File: config.mk
export PLATFORM = sky130hd
export DESIGN_NAME = prio_sel_dsr_pipe
export DESIGN_NICKNAME = d
export VERILOG_FILES = /design/src/rtl/prio_sel_pkg.sv /design/src/rtl/prio_enc_lsb.sv /design/src/rtl/prio_sel_dsr_pipe.sv
export SDC_FILE = /design/constraint.sdc
export NUM_CORES = 1
export LEC_CHECK = 0
export CORE_MARGIN = 3
export CORE_UTILIZATION = 45
export DETAILED_ROUTE_END_ITERATION = 6
export GPL_TIMING_DRIVEN = 0
export PLACE_DENSITY = 0.8
export REMOVE_ABC_BUFFERS = 1
export SLEW_MARGIN = 30
export SYNTH_ARGS = -nofsm -noshare
export SYNTH_HDL_FRONTEND = slang
export SYNTH_HIERARCHICAL = 1
export SYNTH_SLANG_ARGS = --single-unit
File: constraint.sdc
create_clock -name clk -period 2.3 [get_ports clk]
set_clock_uncertainty 0.15 [all_clocks]
set_input_delay 0.46 -clock clk [delete_from_list [all_inputs] [get_ports clk]]
set_output_delay 0.46 -clock clk [all_outputs]
set_load 0.05 [all_outputs]
File: src/rtl/prio_sel_pkg.sv
// rtl/prio_sel_pkg.sv - shared sizing helpers and sel-field layout for the priority data-select pipe
package prio_sel_pkg;

    // Bits needed to hold a lane index in 0..n, where n is the default lane
    function automatic int clog2p1(input int n);
        return $clog2(n + 1);
    endfunction

    // out_sel = {bypass_taken, lane_idx}; the bypass flag sits just above the index
    function automatic int byp_bit(input int n);
        return clog2p1(n);
    endfunction

    function automatic int default_idx(input int n);
        return n;
    endfunction

endpackage

File: src/rtl/prio_enc_lsb.sv
// rtl/prio_enc_lsb.sv - lowest-set-bit priority encoder, returns N when no request is set
module prio_enc_lsb
    import prio_sel_pkg::*;
#(
    parameter int N  = 4,
    parameter int IW = clog2p1(N)
) (
    input  logic [N-1:0]  req,
    output logic [IW-1:0] idx
);

    // Scan from the top down so the lowest set bit is the last one written
    always_comb begin
        idx = IW'(default_idx(N));
        for (int k = N - 1; k >= 0; k--) begin
            if (req[k]) idx = IW'(k);
        end
    end

endmodule

File: src/rtl/prio_sel_dsr_pipe.sv
// rtl/prio_sel_dsr_pipe.sv - two-stage priority lane select with late-vetoed bypass and bypass counter
module prio_sel_dsr_pipe
    import prio_sel_pkg::*;
#(
    parameter int DW    = 8,
    parameter int N     = 4,
    parameter int CNT_W = 16
) (
    input  logic                   clk,
    input  logic                   rst_n,
    input  logic                   in_valid,
    output logic                   in_ready,
    input  logic [(N+1)*DW-1:0]    in_data,
    input  logic [N-1:0]           in_cond,
    input  logic [DW-1:0]          byp_data,
    input  logic                   byp_req,
    input  logic                   late_ctrl,
    output logic                   out_valid,
    input  logic                   out_ready,
    output logic [DW-1:0]          out_data,
    output logic [$clog2(N+1):0]   out_sel,
    output logic [CNT_W-1:0]       byp_cnt,
    input  logic                   cnt_clr
);

    localparam int IW = clog2p1(N);

    logic [DW-1:0] lanes [N+1];
    logic [IW-1:0] enc_idx;

    logic          s1_valid;
    logic [DW-1:0] z1_q;
    logic [DW-1:0] z2_q;
    logic [IW-1:0] idx_q;
    logic          byp_q;

    logic s2_take;
    logic accept;
    logic s2_load;
    logic take_byp;
    logic deliver;

    for (genvar k = 0; k <= N; k++) begin : g_lane
        assign lanes[k] = in_data[k*DW +: DW];
    end

    prio_enc_lsb #(.N(N), .IW(IW)) u_enc (
        .req (in_cond),
        .idx (enc_idx)
    );

    assign s2_take  = !out_valid || out_ready;
    assign in_ready = !s1_valid || s2_take;
    assign accept   = in_valid && in_ready;
    assign s2_load  = s1_valid && s2_take;
    assign deliver  = out_valid && out_ready;

    // Only the late veto remains in front of the output register; the priority pick is already in z1_q
    assign take_byp = byp_q && !late_ctrl;

    always_ff @(posedge clk or negedge rst_n) begin
        if (!rst_n) begin
            s1_valid <= 1'b0;
            z1_q     <= '0;
            z2_q     <= '0;
            idx_q    <= '0;
            byp_q    <= 1'b0;
        end else begin
            if (accept) begin
                s1_valid <= 1'b1;
                z1_q     <= lanes[enc_idx];
                z2_q     <= byp_data;
                idx_q    <= enc_idx;
                byp_q    <= byp_req;
            end else if (s2_take) begin
                s1_valid <= 1'b0;
            end
        end
    end

    always_ff @(posedge clk or negedge rst_n) begin
        if (!rst_n) begin
            out_valid <= 1'b0;
            out_data  <= '0;
            out_sel   <= '0;
        end else begin
            if (s2_load) begin
                out_valid <= 1'b1;
                out_data  <= take_byp ? z2_q : z1_q;
                out_sel   <= {take_byp, idx_q};
            end else if (out_ready) begin
                out_valid <= 1'b0;
            end
        end
    end

    always_ff @(posedge clk or negedge rst_n) begin
        if (!rst_n) begin
            byp_cnt <= '0;
        end else if (cnt_clr) begin
            byp_cnt <= '0;
        end else if (deliver && out_sel[byp_bit(N)] && (byp_cnt != '1)) begin
            byp_cnt <= byp_cnt + CNT_W'(1);
        end
    end

endmodule

* Word-level counts from Yosys, hierarchy flattened
Cells that the tools add are included.
** Word-level totals
- Output and inout bits :: 30
- Register bits after elaboration :: 50
** Cells by class
- Equality and inequality tests :: 1
- Order comparisons :: 1
- Multiplexer cells :: 14
- Reduce and logical (&&, ||, !) cells :: 14
- Bitwise gates (word level) :: 1
- $add $sub $neg :: 1
** Operators by type and width (count)
- $mux 16 :: 2
- $bmux 8 s3 :: 1
- $mux 8 :: 3
- $add 16x1->16 const B :: 1
- $ne 16x16->1 const B :: 1
- $mux 3 :: 4
- $logic_and 1x1->1 :: 6
- $reduce_bool 2->1 :: 3
- $ge 4x4->1 const B :: 1
- $mux 1 :: 4
- $not 3->4 :: 1
- $logic_not 1->1 :: 3
- $logic_or 1x1->1 :: 2

* Longest topological paths before layout
- Word-level depth :: 8
- Mapped depth :: 6

* By module
The synthesis kept the hierarchy.
** By module, submodules not included
- prio_sel_dsr_pipe :: cells each 228, area an instance 2521.2 um^2, times used 1
- prio_enc_lsb :: cells each 6, area an instance 36.3 um^2, times used 1

* Worst setup path before layout
No wires, ideal clock.
- Path type :: flip-flop to flip-flop
- From :: register out_valid
- To :: register idx_q[2]
- Stages on the path, launching flop included :: 6
- Buffers on the path :: 2
- Arrival time :: 2.174 ns
- Path slack :: -0.157 ns
- Period minus slack after synthesis :: 2.457 ns
- Path through :: dfrtp_1 -> nand3b_1 -> nand2_1 -> clkbuf_1 -> clkbuf_1 -> o21ai_0
** Between the ends
- Longest elaborated chain between the ends :: 4
** Ends and longest elaborated chain
- start, declared :: line prio_sel_dsr_pipe.sv:18 : output logic out_valid,
- start signal, assigned :: line prio_sel_dsr_pipe.sv:83 : out_valid <= 1'b0;
- start signal, assigned :: line prio_sel_dsr_pipe.sv:88 : out_valid <= 1'b1;
- start signal, assigned :: line prio_sel_dsr_pipe.sv:92 : out_valid <= 1'b0;
- $logic_not 1->1 :: line prio_sel_dsr_pipe.sv:52 : assign s2_take = !out_valid || out_ready;
- $logic_or 1x1->1 :: line prio_sel_dsr_pipe.sv:52
- $logic_or 1x1->1 :: line prio_sel_dsr_pipe.sv:53 : assign in_ready = !s1_valid || s2_take;
- via in_ready :: line prio_sel_dsr_pipe.sv:12 : output logic in_ready,
- $logic_and 1x1->1 :: line prio_sel_dsr_pipe.sv:54 : assign accept = in_valid && in_ready;
- end signal, assigned :: line prio_sel_dsr_pipe.sv:73 : idx_q <= enc_idx;
- end, declared :: line prio_sel_dsr_pipe.sv:34 : logic [IW-1:0] idx_q;
The timed path passes the listed nets, and every way through them passes these cells.
A chain may end at the register's enable or synchronous reset.

* Worst setup path in the final report
- From :: register byp_cnt[2]
- To :: output byp_cnt[2]
** RTL lines
- start, declared :: line prio_sel_dsr_pipe.sv:22 : output logic [CNT_W-1:0] byp_cnt,
- start signal, assigned :: line prio_sel_dsr_pipe.sv:103 : byp_cnt <= byp_cnt + CNT_W'(1);
No word-level cell between the ends.

==> results.py <==
metrics = {
    "run_status": {
        "status": "complete, no violations",
    },
    "synthesis": {
        "syn_inst": 234,
        "netlist-cell-type-count": 36,
        "synth_top_flop_cell": "dfrtp_1",
        "yosysSeqAreaShare_pct": 48.92,
        "synthTopCellsByArea": "dfrtp_1 49%, mux2_2 7.9%, mux4_2 7.0%",
        "synth_edf_count": 0,
        "netlist.area_leader.share_pct": 48.92,
        "yosys.area.top_type": "dfrtp_1",
        "ys_ff_latch": 50,
        "yosysWarnings": 6,
        "async_flop_share_pct": 100.0,
        "syn_avg_cell_area_um2": 10.93,
        "syn_area_um2": 2557,
    },
    "cts": {
        "cts-hold-fix-buffers": 0,
        "htreeDepth": 2,
        "clock_sinks": 50,
        "cts.clk_slew.worst_paths_ns": 0.09,
        "cts_tree": "done",
        "cts_root_buf": "clkbuf_8",
        "clk-insertion-delay-late_ns": 0.30,
        "cts-buffers-inserted": 5,
        "clockBufferDepth": 2,
    },
    "power": {
        "p_comb_share_pct": 28.0,
        "power_frac_clock_pct": 26.3,
        "p_leak_nw": 1.495,
        "ir_drop_mv": 0.3219,
        "swShare_pct": 30.09,
        "seqPwrFrac_pct": 45.7,
        "p_per_area_nw_per_um2": 623.2,
        "p_sw_uw": 686.3,
        "totalPowerFinal_mw": 2.281,
        "internal-power_mw": 1.594,
    },
    "die": {
        "dieHeight_um": 81.39,
        "start_util_pct": 48.23,
        "die_w_um": 81.39,
        "rows": 26,
        "io_pins": 89,
        "core_area_um2": 5303,
        "die_area_um2": 6624,
    },
    "final_layout": {
        "final_cell_mix": "85 x clkdlybuf4s50_1, 50 x dfrtp_1, 28 x nand2_1",
        "layout-drive-gt1-share_pct": 16.10,
        "layout_commonest_cell": "clkdlybuf4s50_1",
        "fill_cells": 413,
        "diodes": 0,
        "fin_nets": 382,
        "seqCellArea_um2": 1251,
        "multi_input_area_um2": 1289,
        "fin_cells": 393,
        "fin_area_um2": 3660,
        "syn2layout_area_growth_pct": 43.10,
    },
    "sta": {
        "tightestPinTransition_ns": 0.6883,
        "setup_viol": 0,
        "post-route-min-period_ns": 2.219,
        "tns_ns": 0,
        "max_freq_mhz": 450.7,
        "timing.final.crit_share_pct": 96.46,
        "slew_violations": 0,
        "rsz0062_at_grt": "no",
        "relSlewSlack_pct": 53.97,
        "finalHoldViolations": 0,
    },
    "critical_path": {
        "r2r-end": "byp_cnt[10]$_DFFE_PN0P_",
        "crit_path_end_kind": "output port",
        "crit_path_start": "byp_cnt[2]$_DFFE_PN0P_",
        "r2r_slack_ns": 0.23,
        "r2r-start": "byp_cnt[1]$_DFFE_PN0P_",
        "cpPeakStageDelay_ns": 0.84,
        "worstPathArrival_ns": 1.61,
        "r2r_cells": 5,
        "critPathTopFamily": "buffers and inverters",
        "worst_setup_path_start_kind": "register",
        "worstPathCellList": "clkdlybuf4s50_1",
        "crit_type": "reg2out",
        "cp_max_fo": 7,
        "required_ns": 1.69,
        "cp_slowest_cell": "clkdlybuf4s50_1",
        "crit_buf_inv": 1,
    },
    "grt": {
        "grt_pass1_wl_um": 9625,
        "grt_max_degree": 51,
        "overflow": 0,
        "grt_pass1_vias": 2111,
        "grt.total_usage_pct": 19.02,
        "antenna_found_initial": 0,
    },
    "routing": {
        "post_drt_wl_per_cell_um": 15.18,
        "vias_per_cell": 5.588,
        "vias": 2196,
        "first_iter_violations": 65,
        "drt_wl_total_um": 5967,
        "postRouteAntennaNets": 0,
        "first_pass_iters": 4,
        "drcViolationCount": 0,
    },
    "place": {
        "gp_congestion": 0.8580,
        "dp_hpwl_um": 4603,
        "dpl.cell_count": 382,
        "dpl_cell_area_um2": 3493,
        "io_buffers": 88,
    },
    "min_path": {
        "hold_path_class": "in2async",
    },
    "flow_run": {
        "cap_violations": 0,
    },
}
[through the flow]
stage	utilization, %	setup slack (ns)	hold WS [ns]
after floorplan	-	-0.2998	0.01441
after global placement	65.76	-0.9879	0.3118
after detailed placement	65.88	-0.6339	0.3225
after CTS	68.71	0.01118	0.03867
after global routing	69.02	0.02073	0.06279
final	69.02	0.08139	0.01770
[repair_timing]
item,in CTS,in global routing
setup endpoints to repair,9,16
endpoints found under the hold margin,0,0
cloned,0,0
resized for setup,5,5
pin swaps,1,1
buffers inserted,1,2
[cell families after synthesis]
kind of cell	after synthesis	share of synthesized area [%]
and+or+nand+nor	82	17.51
muxes	35	18.49
adders and majority gates	1	0.4892
AOI/OAI and AO/OA	52	12.48
buffers and inverters	14	2.103
DFF	50	48.92
[Yosys cell counts (all sizes together) (4+ instances only)]
library cell	instances
dfrtp	50
nand2	29
o21ai	21
mux2	18
a21oi	11
clkbuf	9
mux2i	9
a22oi	8
mux4	8
nand3	7
nor2	7
nand2b	5
nand4	5
or2	5
or4	5
nor2b	4
o31ai	4
[flip-flops by register name, summed over array words and instances (netlist names)]
register,count
z2_q,8
z1_q,8
byp_cnt,16
idx_q,3
out_valid,1
out_sel,4
byp_q,1
s1_valid,1
out_data,8
[power groups by stage]
stage	logic [mW]	clock network (mW)	registers [mW]
after floorplan	0.184	0	1.22
after global placement	0.623	0	1.05
after detailed placement	0.635	0	1.06
after CTS	0.646	0.616	1.04
after global routing	0.681	0.656	1.06
final	0.638	0.600	1.04
[metal layers]
layer	track usage [%]	wire (µm)	vias to the layer above
met4	5.912	93	0
li1	-	-	1050
met5	0	0	-
met3	6.763	522	9
met2	32.98	3010	86
met1	21.86	2342	1051
[final cells by class]
class | instances | area share [%]
clock buffers | 7 | 2.085
clock inverters | 1 | 0.8205
inverters | 4 | 0.4103
multi-input cells | 170 | 35.21
flip-flops and latches | 50 | 34.19
well taps | 70 | 2.393
repair buffers | 91 | 24.89
[worst max-delay path by stage]
| stage | to | slack [ns] | cells past startpoint |
|---|---|---|---|
| after CTS | in_ready | 0.01 | 3 |
| after floorplan | byp_q$_DFFE_PN0P_ | -0.30 | 3 |
| final | byp_cnt[2] | 0.08 | 1 |
| after detailed placement | z1_q[1]$_DFFE_PN0P_ | -0.63 | 6 |
| after global routing | byp_cnt[2] | 0.02 | 1 |
| after global placement | z1_q[6]$_DFFE_PN0P_ | -0.99 | 6 |
Note: power is estimated with default switching activity, not from simulation.
